`src/rtl/mem_ctrl.sv`:
```
// mem_ctrl: byte-serial memory controller between the core's instruction
// fetch (IF) and load/store (LS) clients and the single 8-bit RAM/IO port.
// LS has priority over IF. Each 1/2/4-byte access is split into sequential
// byte cycles. Reads see their data one cycle after the address is issued.
// Writes to the IO window are held off while the host IO buffer is full.
module mem_ctrl #(
   parameter logic [1:0] IO_HI = 2'b11
) (
   input  logic        clk_in,
   input  logic        rst_in,
   input  logic        rdy_in,
   input  logic        flush,
   input  logic        if_req,
   input  logic [31:0] if_addr,
   output logic        if_done,
   output logic [31:0] if_data,
   input  logic        ls_req,
   input  logic        ls_we,
   input  logic [1:0]  ls_size,
   input  logic [31:0] ls_addr,
   input  logic [31:0] ls_wdata,
   output logic        ls_done,
   output logic [31:0] ls_rdata,
   input  logic [7:0]  mem_din,
   output logic [7:0]  mem_dout,
   output logic [31:0] mem_a,
   output logic        mem_wr,
   input  logic        io_buffer_full
);

   typedef enum logic [1:0] {IDLE, READ, WRITE, DONE} state_t;

   state_t      state_reg, state_next;
   logic [2:0]  cnt_reg, cnt_next;        // bytes issued so far
   logic [2:0]  n_reg, n_next;            // transfer length in bytes
   logic [31:0] addr_reg, addr_next;
   logic [31:0] wdata_reg, wdata_next;
   logic        we_reg, we_next;
   logic        is_if_reg, is_if_next;
   logic [31:0] buf_reg, buf_next;        // read assembly buffer
   logic [31:0] if_data_reg, if_data_next;
   logic [31:0] ls_rdata_reg, ls_rdata_next;
   logic [31:0] hold_a_reg;               // bus address of the last active cycle
   logic [7:0]  dout_reg;                 // last byte driven on mem_dout

   logic [31:0] a_comb;
   logic        wr_comb;
   logic [7:0]  dout_comb;
   logic [2:0]  ls_n;
   logic [31:0] cur_a;
   logic [1:0]  cap_idx;
   logic [31:0] merged;
   logic [7:0]  wlane [4];
   logic        io_blocked;

   // Byte count requested by LS; size 11 behaves like a word.
   assign ls_n = (ls_size == 2'b00) ? 3'd1 :
                 (ls_size == 2'b01) ? 3'd2 : 3'd4;

   // Address of the byte the counter points at (wraps at 2^32).
   assign cur_a = addr_reg + {29'd0, cnt_reg};

   // Byte arriving on mem_din belongs to the byte issued one cycle earlier.
   assign cap_idx = cnt_reg[1:0] - 2'd1;

   // IO writes wait while the host buffer cannot take another byte.
   assign io_blocked = (addr_reg[17:16] == IO_HI) && io_buffer_full;

   genvar gi;
   generate
      for (gi = 0; gi < 4; gi++) begin : g_lane
         assign merged[8*gi +: 8] = (cap_idx == 2'(gi)) ? mem_din : buf_reg[8*gi +: 8];
         assign wlane[gi]         = wdata_reg[8*gi +: 8];
      end
   endgenerate

   // Next-state, byte sequencing and bus outputs; nothing advances while rdy_in is low.
   always_comb begin
      state_next    = state_reg;
      cnt_next      = cnt_reg;
      n_next        = n_reg;
      addr_next     = addr_reg;
      wdata_next    = wdata_reg;
      we_next       = we_reg;
      is_if_next    = is_if_reg;
      buf_next      = buf_reg;
      if_data_next  = if_data_reg;
      ls_rdata_next = ls_rdata_reg;
      a_comb        = 32'd0;
      wr_comb       = 1'b0;
      dout_comb     = dout_reg;
      if_done       = 1'b0;
      ls_done       = 1'b0;
      if (rdy_in) begin
         case (state_reg)
            IDLE: begin
               if (ls_req) begin
                  addr_next  = ls_addr;
                  n_next     = ls_n;
                  we_next    = ls_we;
                  wdata_next = ls_wdata;
                  is_if_next = 1'b0;
                  cnt_next   = 3'd0;
                  buf_next   = 32'd0;
                  state_next = ls_we ? WRITE : READ;
               end else if (if_req && !flush) begin
                  addr_next  = if_addr;
                  n_next     = 3'd4;
                  we_next    = 1'b0;
                  wdata_next = 32'd0;
                  is_if_next = 1'b1;
                  cnt_next   = 3'd0;
                  buf_next   = 32'd0;
                  state_next = READ;
               end
            end
            READ: begin
               if (is_if_reg && flush) begin
                  // Mispredict: drop the fetch, in-flight bytes are discarded.
                  state_next = IDLE;
               end else begin
                  if (cnt_reg != 3'd0) begin
                     buf_next = merged;
                  end
                  if (cnt_reg < n_reg) begin
                     a_comb   = cur_a;
                     cnt_next = cnt_reg + 3'd1;
                  end else begin
                     // Final cycle only captures the last byte.
                     state_next = DONE;
                     if (is_if_reg) begin
                        if_data_next = merged;
                     end else begin
                        ls_rdata_next = merged;
                     end
                  end
               end
            end
            WRITE: begin
               if (!io_blocked) begin
                  a_comb    = cur_a;
                  wr_comb   = 1'b1;
                  dout_comb = wlane[cnt_reg[1:0]];
                  cnt_next  = cnt_reg + 3'd1;
                  if (cnt_reg + 3'd1 == n_reg) begin
                     state_next = DONE;
                  end
               end
            end
            DONE: begin
               if (is_if_reg) begin
                  if_done = !flush;
               end else begin
                  ls_done = 1'b1;
               end
               state_next = IDLE;
            end
            default: state_next = IDLE;
         endcase
      end
   end

   // While paused the bus keeps presenting the last active address, so the
   // pending read byte is effectively re-issued and arrives on resume.
   assign mem_a    = rdy_in ? a_comb : hold_a_reg;
   assign mem_wr   = wr_comb;
   assign mem_dout = dout_comb;
   assign if_data  = if_data_reg;
   assign ls_rdata = ls_rdata_reg;

   // State and datapath registers.
   always_ff @(posedge clk_in or posedge rst_in) begin
      if (rst_in) begin
         state_reg    <= IDLE;
         cnt_reg      <= 3'd0;
         n_reg        <= 3'd0;
         addr_reg     <= 32'd0;
         wdata_reg    <= 32'd0;
         we_reg       <= 1'b0;
         is_if_reg    <= 1'b0;
         buf_reg      <= 32'd0;
         if_data_reg  <= 32'd0;
         ls_rdata_reg <= 32'd0;
      end else begin
         state_reg    <= state_next;
         cnt_reg      <= cnt_next;
         n_reg        <= n_next;
         addr_reg     <= addr_next;
         wdata_reg    <= wdata_next;
         we_reg       <= we_next;
         is_if_reg    <= is_if_next;
         buf_reg      <= buf_next;
         if_data_reg  <= if_data_next;
         ls_rdata_reg <= ls_rdata_next;
      end
   end

   // Remember bus address and write byte for pauses and idle hold.
   always_ff @(posedge clk_in or posedge rst_in) begin
      if (rst_in) begin
         hold_a_reg <= 32'd0;
         dout_reg   <= 8'd0;
      end else begin
         if (rdy_in) begin
            hold_a_reg <= a_comb;
         end
         dout_reg <= dout_comb;
      end
   end

endmodule

```
`config.mk`:
```
export PLATFORM = sky130hd
export DESIGN_NAME = mem_ctrl
export DESIGN_NICKNAME = d
export VERILOG_FILES = /design/src/rtl/mem_ctrl.sv
export SDC_FILE = /design/constraint.sdc
export NUM_CORES = 1
export LEC_CHECK = 0
export BUFFER_PORTS_ARGS = -buffer_cell sky130_fd_sc_hd__buf_2
export CAP_MARGIN = 5
export CORE_UTILIZATION = 44
export CTS_CLUSTER_DIAMETER = 100
export DETAILED_ROUTE_END_ITERATION = 10
export PLACE_DENSITY_LB_ADDON = 0.15
export SYNTH_ARGS = -nofsm -noshare
export SYNTH_HDL_FRONTEND = slang
export SYNTH_SLANG_ARGS = --single-unit
```
`constraint.sdc`:
```
create_clock -name clk_in -period 9.4 [get_ports clk_in]
set_clock_uncertainty 0.15 [all_clocks]
set_input_delay 1.41 -clock clk_in [delete_from_list [all_inputs] [get_ports clk_in]]
set_output_delay 1.41 -clock clk_in [all_outputs]
set_load 0.005 [all_outputs]
```
Word level (Yosys, flattened, before mapping)
Cells that the tools add are included.

Equal/unequal tests: 16. Add/subtract/negate cells: 3. Magnitude comparators: 2. Reduce and logical (&&, ||, !) cells: 17. Multiplexer cells: 52. Bitwise logic cells: 4.

Operators by type and width (number): 32-bit two-way mux (11); 32-bit one-hot mux with 2 select lines (2); 8-bit two-way mux (9); 32-bit by 3-bit adder with 32-bit output (1); 3-bit two-way mux (9); 5-bit AND reduction (4); 8-bit binary-select mux with 2-bit select (1); 2-bit two-way mux (7); 1-bit two-way mux (11); 2-bit == test, second input constant (5); 2-bit != test, second input constant (5); 3-bit one-hot mux with 3 select lines (1); 2-bit one-hot mux with 4 select lines (1); 2-bit by 1-bit == test with 1-bit output, second input constant (3); 2-bit zero test (3); 3-bit != test, second input constant (2); 6-bit AND reduction (1); 3-bit nonzero test (2); 2-bit nonzero test (2); 3-bit by 1-bit adder with 3-bit output, second input constant (1); 3-bit == test (1); 3-bit greater-or-equal comparator, second input constant (1); 1-bit logical AND (3); 3-bit less-than comparator (1); other kinds (5) (7).

Bits in registers: 209. Input bits: 114. Word-level logic and storage cells: 105.

Logic depth before layout (Yosys ltp)
Word-level depth: 7. Mapped depth: 9. Gate-level depth less buffers: 8.

Least setup slack after synthesis
Ideal clock, no wire load.

Kind: in2out. Start: in rdy_in. End: out mem_a[21]. Buffers on the path: 1. Arrival time: 2.449 ns. Cell stages on the path: 5. Slack: 5.391 ns. Path through: nand2_1 a31oi_2 o21ai_1 buf_2 o22ai_1.

Word-level cells in the longest chain between the ends: 1.

RTL lines: from (decl) (RTL line 11) `input logic rdy_in,`; 32-bit two-way mux; to (decl) (RTL line 26) `output logic [31:0] mem_a,`.

Every way passes these cells.

Worst setup path in the final report
Start: reg cnt_reg[0]. End: out mem_a[20].

Word-level cells in the longest chain between the ends: 5. Elaborated cells on any way between the ends: 7.

RTL lines: from (decl) (RTL line 34) `logic [2:0] cnt_reg, cnt_next;`; from (signal assigned) (RTL line 186) `cnt_reg <= cnt_next;`; 32-bit by 3-bit adder with 32-bit output / 3-bit less-than comparator (equally long branches) (RTL line 61, 125); 32-bit two-way mux (RTL line 125) `if (cnt_reg < n_reg) begin`; 32-bit two-way mux (RTL line 118) `if (is_if_reg && flush) begin`; 32-bit one-hot mux with 2 select lines (*) (RTL line 95) `case (state_reg)`; 32-bit two-way mux (*).

Every way passes the cells marked *; elsewhere a longest branch is shown, timed or not.

==> metrics.txt <==
power per cell area=306 nW/um2; initial DRC count=340; top-count cell post-synth=dfrtp_1; DR pass1 iterations=5; DR vias/cell=5.27; CTS sink cnt=209; first-pass GRT wire length=slightly below 40,000 um; Yosys Warn Count=0; CP Max Fanout=12; CTS tree=yes; Routed WL=23,900 um; Worst VDD drop=0.150 mV; Initial Util=0.451; Main synth FF type=dfrtp_1; die height=149 um; grt met3 use=0.0492; Core ar.=around 21,000 um2; initial antenna violation count=0; endpoints failing setup=0; GR Util met1=0.323; Hold WS=0.321 ns; total power=between 3 and 4 mW; Avg Inst Size Synth=10.9 um2; status=finished, final reports clean; wire per inst=17.5 um; P&R area growth vs syn=21.7%; # fillers=1,922; Clock Root Buffer=clkbuf_16; Peak Freq=190 MHz; Final GP Congestion=0.757; cell area after layout=approximately 12,000 um2; Detail Placement HPWL=16,400 um; Max Cap Viol=0; routing usage on met2=0.332; Setup Fix Bufs, Post-CTS=0; FF/Latch Area=5230 um2; Num CTS Buffers=23; Hold Path Class=reg2reg; Fin Setup TNS=0 ns; row cnt=53; post-synth top area cell=dfrtp_1; utilization of the core after routing=0.549; clk buf depth=3; RSZ-0062 raised after global routing=false; Top-Level Pins=between 200 and 250; post_cts resized=0; final hold violation count=0; total number of vias=7,199; IO Port Bufs=220; async set or reset register ratio after synthesis=1.00; Detail Route Antenna Nets=0; Worst Setup End Kind=primary output; post-cts hold buffer count=0; Seq/Total Area, Yosys=0.550; Post-synth top cells=dfrtp_1, nand2_1, o21ai_0, mux2i_1, inv_1; post-synthesis net count=1,005; full die area=22,200 um2; DRC=0; min Tclk post-route=5.27 ns; H-tree depth=1; static leakage=5.56 nW; Yosys reg bits=209; CP arrival=3.71 ns; flop-to-flop setup slack=6.07 ns; total track usage=0.220; Clk pin slew, worst setup/hold paths=0.06 ns; critical path class=reg2out; cell area after synthesis=9520 um2; synth top area cells=dfrtp_1, mux2i_1, o21ai_0; share of cells above drive strength 1=0.274; Mapped Cells=875; fin. max-slew vios=0; Final Net Count=1,205; Worst-Skew Late Latency=0.52 ns; Slew Limit Headroom=0.339; Chip Width=about 150 um; area share of the largest cell type after synthesis=0.550; Req. time, crit path=7.84 ns; grt ovf=0; GR peak layer=met2; Placed Area=10,800 um2; Worst-Margin Slew=0.992 ns; Period Utilization, post-route=0.561; vias in the first global route=7,142; Multi-input gate area=slightly below 4000 um2; number of synthesized flops with an enable pin=0; CP Launch Type=register; Distinct cells, synth=52; largest net degree at the start of global routing=141
## per-layer routing
metal  routed length (um)  share of wire  vias up
li1                     -              -     3510
met1                11300           0.47     3477
met2                10900           0.45      188
met3                 1430          0.060       24
met4                  349          0.015        0
met5                    0              0        -
## area by class of cell
type                    count  area share
diodes                      2    0.000432
well taps                 275      0.0297
multi-input cells         564       0.336
clock inverters             9     0.00886
flip-flops and latches    209       0.452
repair buffers            229       0.101
clock buffers              31      0.0566
inverters                  48      0.0162
## cell usage in the layout (no fill, tap or decap), types with 6 or more instances in the layout
cell type / n
buf_2: 220
dfrtp_1: 209
nand2_1: 126
o21ai_0: 115
mux2i_1: 65
inv_1: 47
a22o_1: 33
o22ai_1: 30
xnor2_1: 26
o2bb2ai_1: 24
clkbuf_16: 23
nand3_1: 21
ha_1: 15
nor2_1: 12
nor3_1: 12
mux2_2: 10
buf_4: 9
mux4_2: 8
xor2_1: 7
and4_1: 6
## cell families (layout without fill, tap and decap cells)
logic type / after synthesis / count (layout) / synth area share
adders and majority gates: 16 / 16 / 0.0218
muxes: 83 / 83 / 0.0991
and+or+nand+nor: 202 / 202 / 0.0998
other: 0 / 2 / 0
xor gates and xnor gates: 33 / 33 / 0.0304
buffers and inverters: 102 / 317 / 0.0426
DFF: 209 / 209 / 0.550
AOI/OAI and AO/OA: 230 / 230 / 0.157
## worst max-delay path, stage by stage (launching register included)
cell      delay, ns
dfrtp_1        0.80
ha_1           0.27
inv_1          0.05
fa_1           0.40
nor2b_1        0.55
o211ai_1       0.39
nor3_1         0.31
xnor2_1        0.14
o22ai_1        0.10
buf_2          0.17
## worst paths after layout
| check | startpoint | to | cells past startpoint |
|---|---|---|---|
| setup / recovery | cnt_reg[0] | mem_a[20] | 9 |
| hold / removal | if_data[13] | if_data[13] | 2 |
| setup reg to reg | cnt_reg[0] | hold_a_reg[20] | 8 |
| hold reg to reg | if_data[13] | if_data[13] | 2 |
| max in group asynchronous | rst_in | hold_a_reg[15] | 3 |
| min in group asynchronous | rst_in | addr_reg[10] | 2 |
## where the power goes
part / internal, mW / switching, mW
sequential: 1.24 / 0.240
clock: 0.543 / 0.361
combinational: 0.527 / 0.630
## per-stage QoR
stage	worst slack, ns	std cells
final	4.13	1367
after global routing	3.78	1365
after CTS	4.09	1365
after detailed placement	4.19	1325
after global placement	4.26	1325
after floorplan	2.13	875
No activity file was read; power rests on OpenSTA's default activity.
